--- src/rtl/vga_tile_arbiter_if.sv ---
// ---------------------------------------------------------------------------
// vga_tile_arbiter_if
//   Bus bundle between the two tile-RAM requesters, the arbiter and the
//   single-port board RAM (4x4 tiles of the 2048 game).
//
//   slave  : arbiter side (receives requests, drives acks / RAM strobes)
//   master : requester + RAM side (drives requests and ram_rdata)
//
//   vblank                 : vertical blanking indicator from the VGA timing
//   disp_req/addr          : display read request
//   disp_ack/rvalid/rdata  : display grant and read return
//   game_req/we/addr/wdata : game engine request (read or write)
//   game_ack/rvalid/rdata  : game grant and read return
//   starve                 : forced game slot armed
//   ram_en/we/addr/wdata   : registered RAM command
//   ram_rdata              : RAM read data, one cycle after a read strobe
// ---------------------------------------------------------------------------
interface vga_tile_arbiter_if #(
    parameter int AW = 4,
    parameter int DW = 4
);
    logic          vblank;

    logic          disp_req;
    logic [AW-1:0] disp_addr;
    logic          disp_ack;
    logic          disp_rvalid;
    logic [DW-1:0] disp_rdata;

    logic          game_req;
    logic          game_we;
    logic [AW-1:0] game_addr;
    logic [DW-1:0] game_wdata;
    logic          game_ack;
    logic          game_rvalid;
    logic [DW-1:0] game_rdata;

    logic          starve;

    logic          ram_en;
    logic          ram_we;
    logic [AW-1:0] ram_addr;
    logic [DW-1:0] ram_wdata;
    logic [DW-1:0] ram_rdata;

    modport slave (
        input  vblank,
        input  disp_req, disp_addr,
        output disp_ack, disp_rvalid, disp_rdata,
        input  game_req, game_we, game_addr, game_wdata,
        output game_ack, game_rvalid, game_rdata,
        output starve,
        output ram_en, ram_we, ram_addr, ram_wdata,
        input  ram_rdata
    );

    modport master (
        output vblank,
        output disp_req, disp_addr,
        input  disp_ack, disp_rvalid, disp_rdata,
        output game_req, game_we, game_addr, game_wdata,
        input  game_ack, game_rvalid, game_rdata,
        input  starve,
        input  ram_en, ram_we, ram_addr, ram_wdata,
        output ram_rdata
    );
endinterface

--- src/rtl/vga_tile_arbiter.sv ---
// ---------------------------------------------------------------------------
// vga_tile_arbiter
//   Shares the single-port board RAM between the VGA scan-out reader and the
//   game-logic engine. Display reads have fixed priority; a starvation
//   counter arms a forced game slot after STARVE_LIM consecutive denials.
//
//   Optional feature macro: TILE_ARB_TEARFREE_EN
//     defined   : game writes are only eligible while vblank = 1
//     undefined : vblank is ignored, every game request is eligible
//
//   Ports:
//     clk_20M : pixel clock, all logic on the rising edge
//     rst_n   : asynchronous active-low reset
//     bus     : vga_tile_arbiter_if.slave (requests, acks, read returns,
//               starve flag and registered RAM command)
//
//   Timing: ack in cycle N (combinational), RAM strobe in N+1,
//   rvalid/rdata in N+2.
// ---------------------------------------------------------------------------
module vga_tile_arbiter #(
    parameter int AW         = 4,
    parameter int DW         = 4,
    parameter int STARVE_LIM = 32
) (
    input  logic                clk_20M,
    input  logic                rst_n,
    vga_tile_arbiter_if.slave   bus
);

    localparam logic [7:0] LIM = 8'(STARVE_LIM);

    typedef enum logic [1:0] {
        ST_IDLE,
        ST_DISP,
        ST_GAME
    } state_t;

    typedef enum logic [1:0] {
        TAG_NONE,
        TAG_DISP,
        TAG_GREAD
    } tag_t;

    state_t        r_state;
    state_t        w_state_next;
    tag_t          w_tag;
    tag_t          r_tag;

    logic          w_game_elig;
    logic          w_game_gnt;
    logic          w_disp_gnt;

    logic          r_ram_en;
    logic          r_ram_we;
    logic [AW-1:0] r_ram_addr;
    logic [DW-1:0] r_ram_wdata;

    logic [7:0]    r_starve_cnt;
    logic [7:0]    w_starve_cnt_next;
    logic          r_starve;

    // ---------------------------------------------------------------------
    // Eligibility
    // ---------------------------------------------------------------------
`ifdef TILE_ARB_TEARFREE_EN
    // Writes wait for vertical blanking so a frame never shows a half-moved
    // board; reads are harmless and always allowed.
    assign w_game_elig = bus.game_req & (~bus.game_we | bus.vblank);
`else
    logic w_unused_vblank;
    assign w_unused_vblank = bus.vblank;
    assign w_game_elig     = bus.game_req;
`endif

    // ---------------------------------------------------------------------
    // Grant: starve-armed game > display > game. Gated by rst_n so the
    // combinational acks are also 0 while reset is held.
    // ---------------------------------------------------------------------
    assign w_game_gnt = rst_n & w_game_elig & (r_starve | ~bus.disp_req);
    assign w_disp_gnt = rst_n & bus.disp_req & ~w_game_gnt;

    assign bus.disp_ack = w_disp_gnt;
    assign bus.game_ack = w_game_gnt;

    // ---------------------------------------------------------------------
    // FSM: state register
    // ---------------------------------------------------------------------
    always_ff @(posedge clk_20M or negedge rst_n) begin
        if (!rst_n) begin
            r_state <= ST_IDLE;
        end else begin
            r_state <= w_state_next;
        end
    end

    // FSM: next state = who was granted this cycle
    always_comb begin
        w_state_next = ST_IDLE;
        if (w_game_gnt) begin
            w_state_next = ST_GAME;
        end else if (w_disp_gnt) begin
            w_state_next = ST_DISP;
        end
    end

    // FSM: output decode. The state marks the access currently on the RAM
    // port; game writes are filtered out so they never raise rvalid.
    always_comb begin
        w_tag = TAG_NONE;
        case (r_state)
            ST_DISP: w_tag = TAG_DISP;
            ST_GAME: w_tag = r_ram_we ? TAG_NONE : TAG_GREAD;
            default: w_tag = TAG_NONE;
        endcase
    end

    // Second owner stage lines up with ram_rdata
    always_ff @(posedge clk_20M or negedge rst_n) begin
        if (!rst_n) begin
            r_tag <= TAG_NONE;
        end else begin
            r_tag <= w_tag;
        end
    end

    // ---------------------------------------------------------------------
    // RAM command register
    // ---------------------------------------------------------------------
    always_ff @(posedge clk_20M or negedge rst_n) begin
        if (!rst_n) begin
            r_ram_en    <= 1'b0;
            r_ram_we    <= 1'b0;
            r_ram_addr  <= '0;
            r_ram_wdata <= '0;
        end else if (w_disp_gnt) begin
            r_ram_en   <= 1'b1;
            r_ram_we   <= 1'b0;
            r_ram_addr <= bus.disp_addr;
        end else if (w_game_gnt) begin
            r_ram_en   <= 1'b1;
            r_ram_we   <= bus.game_we;
            r_ram_addr <= bus.game_addr;
            if (bus.game_we) begin
                r_ram_wdata <= bus.game_wdata;
            end
        end else begin
            r_ram_en <= 1'b0;
            r_ram_we <= 1'b0;
        end
    end

    // ---------------------------------------------------------------------
    // Starvation guard
    // ---------------------------------------------------------------------
    always_comb begin
        w_starve_cnt_next = r_starve_cnt;
        if (!bus.game_req || w_game_gnt) begin
            w_starve_cnt_next = '0;
        end else if (w_game_elig && (r_starve_cnt != LIM)) begin
            w_starve_cnt_next = r_starve_cnt + 8'd1;
        end
    end

    // starve is registered from the next count so it rises the cycle after
    // the counter reaches the limit and drops the cycle after a forced grant.
    always_ff @(posedge clk_20M or negedge rst_n) begin
        if (!rst_n) begin
            r_starve_cnt <= '0;
            r_starve     <= 1'b0;
        end else begin
            r_starve_cnt <= w_starve_cnt_next;
            r_starve     <= (w_starve_cnt_next == LIM);
        end
    end

    // ---------------------------------------------------------------------
    // Outputs
    // ---------------------------------------------------------------------
    assign bus.starve      = r_starve;
    assign bus.ram_en      = r_ram_en;
    assign bus.ram_we      = r_ram_we;
    assign bus.ram_addr    = r_ram_addr;
    assign bus.ram_wdata   = r_ram_wdata;

    assign bus.disp_rvalid = (r_tag == TAG_DISP);
    assign bus.game_rvalid = (r_tag == TAG_GREAD);

    // Read data is qualified by its rvalid so both buses sit at 0 otherwise
    assign bus.disp_rdata  = bus.disp_rvalid ? bus.ram_rdata : '0;
    assign bus.game_rdata  = bus.game_rvalid ? bus.ram_rdata : '0;

endmodule

--- src/flat_wrapper.sv ---
// flat-port wrapper written by rule: the top's interface ports become plain ports
module vga_tile_arbiter_flat 
#(
    parameter int AW         = 4,
    parameter int DW         = 4,
    parameter int STARVE_LIM = 32
)
  (clk_20M, rst_n, bus_vblank, bus_disp_req, bus_disp_addr, bus_disp_ack, bus_disp_rvalid, bus_disp_rdata, bus_game_req, bus_game_we, bus_game_addr, bus_game_wdata, bus_game_ack, bus_game_rvalid, bus_game_rdata, bus_starve, bus_ram_en, bus_ram_we, bus_ram_addr, bus_ram_wdata, bus_ram_rdata);
  vga_tile_arbiter_if #(.AW(AW), .DW(DW)) bus_i ();
  input  logic clk_20M;
  input  logic rst_n;
  input wire logic [$bits(bus_i.vblank)-1:0] bus_vblank;
  input wire logic [$bits(bus_i.disp_req)-1:0] bus_disp_req;
  input wire logic [$bits(bus_i.disp_addr)-1:0] bus_disp_addr;
  output wire logic [$bits(bus_i.disp_ack)-1:0] bus_disp_ack;
  output wire logic [$bits(bus_i.disp_rvalid)-1:0] bus_disp_rvalid;
  output wire logic [$bits(bus_i.disp_rdata)-1:0] bus_disp_rdata;
  input wire logic [$bits(bus_i.game_req)-1:0] bus_game_req;
  input wire logic [$bits(bus_i.game_we)-1:0] bus_game_we;
  input wire logic [$bits(bus_i.game_addr)-1:0] bus_game_addr;
  input wire logic [$bits(bus_i.game_wdata)-1:0] bus_game_wdata;
  output wire logic [$bits(bus_i.game_ack)-1:0] bus_game_ack;
  output wire logic [$bits(bus_i.game_rvalid)-1:0] bus_game_rvalid;
  output wire logic [$bits(bus_i.game_rdata)-1:0] bus_game_rdata;
  output wire logic [$bits(bus_i.starve)-1:0] bus_starve;
  output wire logic [$bits(bus_i.ram_en)-1:0] bus_ram_en;
  output wire logic [$bits(bus_i.ram_we)-1:0] bus_ram_we;
  output wire logic [$bits(bus_i.ram_addr)-1:0] bus_ram_addr;
  output wire logic [$bits(bus_i.ram_wdata)-1:0] bus_ram_wdata;
  input wire logic [$bits(bus_i.ram_rdata)-1:0] bus_ram_rdata;
  assign bus_i.vblank = bus_vblank;
  assign bus_i.disp_req = bus_disp_req;
  assign bus_i.disp_addr = bus_disp_addr;
  assign bus_disp_ack = bus_i.disp_ack;
  assign bus_disp_rvalid = bus_i.disp_rvalid;
  assign bus_disp_rdata = bus_i.disp_rdata;
  assign bus_i.game_req = bus_game_req;
  assign bus_i.game_we = bus_game_we;
  assign bus_i.game_addr = bus_game_addr;
  assign bus_i.game_wdata = bus_game_wdata;
  assign bus_game_ack = bus_i.game_ack;
  assign bus_game_rvalid = bus_i.game_rvalid;
  assign bus_game_rdata = bus_i.game_rdata;
  assign bus_starve = bus_i.starve;
  assign bus_ram_en = bus_i.ram_en;
  assign bus_ram_we = bus_i.ram_we;
  assign bus_ram_addr = bus_i.ram_addr;
  assign bus_ram_wdata = bus_i.ram_wdata;
  assign bus_i.ram_rdata = bus_ram_rdata;
  vga_tile_arbiter #(.AW(AW), .DW(DW), .STARVE_LIM(STARVE_LIM)) u_core (.clk_20M(clk_20M), .rst_n(rst_n), .bus(bus_i));
endmodule
--- config.mk ---
export PLATFORM = sky130hd
export DESIGN_NAME = vga_tile_arbiter_flat
export DESIGN_NICKNAME = d
export VERILOG_FILES = /design/src/rtl/vga_tile_arbiter_if.sv /design/src/rtl/vga_tile_arbiter.sv /design/src/flat_wrapper.sv
export SDC_FILE = /design/constraint.sdc
export NUM_CORES = 1
export LEC_CHECK = 0
export BUFFER_PORTS_ARGS = -buffer_cell sky130_fd_sc_hd__buf_2
export CAP_MARGIN = 25
export CORE_AREA = 2 2 51 53
export CTS_CLUSTER_DIAMETER = 200
export DETAILED_ROUTE_END_ITERATION = 16
export DIE_AREA = 0 0 53 55
export PLACE_DENSITY_LB_ADDON = 0.05
export SLEW_MARGIN = 20
export SYNTH_ARGS = -nofsm -noshare
export SYNTH_HDL_FRONTEND = slang
export SYNTH_SLANG_ARGS = --single-unit
--- constraint.sdc ---
create_clock -name clk_20M -period 4.2 [get_ports clk_20M]
set_clock_uncertainty 0.05 [all_clocks]
set_input_delay 0.21 -clock clk_20M [delete_from_list [all_inputs] [get_ports clk_20M]]
set_output_delay 0.21 -clock clk_20M [all_outputs]
set_load 0.1 [all_outputs]
==> summary.txt <==
Status
  • Outcome: finished clean

Cells and area
  • Number of nets in the final layout: 178
  • Count of inserted antenna diode cells: 0
  • Share of post-route cells with drive strength above 1: 31.8%
  • Synth-to-Final Area Change: 23.5%
  • Filler cell count in the final layout: 220

GRT
  • Total global-route track usage: 17.2%
  • Congestion Overflow GR: 0
  • Antenna violations before repair: 0
  • Pin count of the biggest net entering global routing: 28
  • First-pass GRT wire length: 3.59 mm
  • Number of global-route vias before repair: 877

Setup path
  • Worst endpoint data arrival time: 2220 ps
  • Crit start category: input pin
  • Worst reg-to-reg path cell count: 5
  • Peak per-stage delay on the critical path: 530 ps
  • Top Family by Delay on Critical Path: buffers and inverters
  • Cell with the biggest individual delay on the critical path: dlygate4sd3_1
  • CP Max Fanout: 27
  • Crit path kind: in2out
  • Most Frequent Cell on Critical Path: buf_2
  • Ordered list of cells on the worst path: dlygate4sd3_1 > buf_2 > nand2_1 > a21oi_1 > buf_2
  • Crit path capture type: output port
  • Depth of the critical timing path with buffers and inverters included: 5
  • Worst path required time: 3940 ps
  • Crit path buf inv count: 3

Die
  • Total I/O pin count: 45
  • Vertical die dimension: 55 µm
  • Die area: 0.00292 mm²
  • DIE WIDTH: 53 µm
  • Effective utilization at floorplan: 47.7%
  • Standard cell core area: 0.00236 mm²
  • Standard-cell rows: 18

Power and ir drop
  • Worst VDD drop: 0.000283 V
  • Power density cells: 394 mW/mm²
  • Leakage component of the power: 0.748 nW
  • Power consumption: 549 µW

STA
  • Fin. max-slew vios: 0
  • Final Hold Vio Count: 0
  • RSZ-0062 raised after global routing: no
  • Achievable frequency: 404 MHz
  • Time the final worst path needs with I/O delays and setup: 2480 ps
  • Worst slew margin relative to its limit: 61.8%
  • Slew at the pin closest to its max-slew limit: 567 ps
  • Portion of the clock cycle consumed by the worst path in the final layout: 59.0%
  • Setup tns final: 0 ps
  • # setup viols final: 0

Worst hold path
  • Type of the tightest min-delay check: in2reg
  • Hold path cells: 3

Route
  • Count of vias placed by the detailed router: 938
  • Remaining antenna violation count: 0
  • Initial DRC count: 20
  • Routed length per placed instance: 13.0 µm
  • Detailed Routing Iterations Pass 1: 4
  • Vias/cell: 5.18
  • Aggregate routed wire length: 2.35 mm
  • Count of unresolved DRC violations after routing: 0

Clocking
  • Clock Root Buffer: clkbuf_4
  • Clock tree buffer depth: 2
  • H-tree level count: 1
  • CTS buffer count: 3
  • Register clock-pin slew on the reported worst setup and hold paths: 120 ps
  • Sinks on Clock Net: 23
  • Post-CTS sizing: 0
  • Source-to-sink clock delay at the later pin of the worst-skew pair: 300 ps
  • CTS tree: yes

Synthesis
  • Net Count, Synth: 132
  • Yosys warning total: 0
  • Count of flip-flops with a built-in enable after synthesis: 0
  • Post-synth ARST share: 100%
  • Mapped Avg Cell Area: 10.6 µm²
  • Synthesized area: 0.00113 mm²
  • Number of different library cells in the post-synthesis netlist: 33
  • Ys flop type: dfrtp_1
  • Register bit total from synthesis: 23
  • Instance count of the mapped netlist: 106
  • Sequential share of the synthesized area: 51.0%

Place
  • Post-DP HPWL: 1.76 mm
  • Final RePlAce weighted congestion: 0.743
  • Number of port buffers: 43

Run
  • Max-capacitance violation count: 0
-- logic make-up after synthesis --
family	count (synthesis)	synth area share [%]
and+or+nand+nor	41	21.6
DFF	23	51.0
AOI/OAI and AO/OA	16	9.65
buffers and inverters	13	5.43
xor gates and xnor gates	5	3.88
muxes	4	3.99
adders and majority gates	4	4.43
-- synthesized netlist by cell type (all sizes together), types with 2 or more instances --
library cell  count  area share [%]
nand2             5             1.7
a222oi            4             3.5
nor2              9             3.0
inv              10             3.3
mux2              4             4.0
dfrtp            23              51
nor2b             4             2.2
and2              8             4.4
o21ai             5             2.2
xnor2             4             3.1
ha                4             4.4
nand4             2             1.7
nor4b             2             1.6
nor3b             2             1.3
buf               3             2.1
a21oi             4             1.8
-- sequential cells by signal (all words and copies together), names as in the netlist --
signal / count
u_core.r_starve_cnt: 8
u_core.bus.ram_addr: 4
u_core.bus.ram_wdata: 4
u_core.r_state: 2
u_core.r_tag: 2
u_core.bus.ram_en: 1
u_core.bus.ram_we: 1
u_core.bus.starve: 1
-- final timing paths --
kind	startpoint	endpoint	slack, ps
hold / removal	bus_disp_addr[3]	u_core.bus.ram_addr[3]$_DFFE_PN0P_	60
max in group asynchronous	rst_n	u_core.r_starve_cnt[2]$_DFF_PN0_	3340
hold reg to reg	u_core.bus.ram_we$_DFF_PN0_	u_core.r_tag[1]$_DFF_PN0_	390
setup reg to reg	u_core.r_starve_cnt[4]$_DFF_PN0_	u_core.bus.starve$_DFF_PN0_	2520
min in group asynchronous	rst_n	u_core.r_state[0]$_DFF_PN0_	380
setup / recovery	rst_n	bus_disp_ack	1720
-- stage by stage --
step	setup WS, ps	util, %	cell area, µm²	hold slack, ps	instances
global placement	2260	57.4	1360	175	176
global route	1480	58.9	1390	41.7	181
finish	1720	58.9	1390	56.0	181
CTS	1720	58.9	1390	37.1	181
floorplan	1240	-	1130	-136	106
detailed placement	2250	57.4	1360	185	176
-- cells in the final DEF (no fill, tap or decap), drive strengths merged, types with 4 or more instances in the layout --
cell,instances
a21oi,4
a222oi,4
and2,8
buf,43
clkbuf,4
dfrtp,23
ha,4
inv,10
mux2,4
nand2,5
nor2,9
nor2b,4
o21ai,5
xnor2,4
-- metal layers --
layer  up-vias  track usage (%)  wire, µm
met1       453             18.5       945
met2        25             32.9      1260
met4         0             8.97        36
met5         -                0         0
met3         4             2.42       113
li1        456                -         -
-- power by group --
part	switching, mW	internal [mW]
sequential	0.00982	0.239
clock	0.0624	0.0370
combinational	0.165	0.0353
total	0.237	0.311
-- what timing repair did --
item / CTS / global route
hold endpoints to repair: 23 / 0
hold buffers: 1 / 0
setup buffers: 0 / 0
-- final cells by class --
type	count	area [µm²]	share of cell area, %
clock buffers	4	26.3	1.89
repair buffers	44	225	16.2
flip-flops and latches	23	576	41.3
inverters	10	37.5	2.69
multi-input cells	70	492	35.3
well taps	30	37.5	2.69
-- worst min-delay path, stage by stage --
cell and delay [ps]:
buf_2 70, a222oi_1 50, inv_1 50
(Power assumes the default switching activity.)
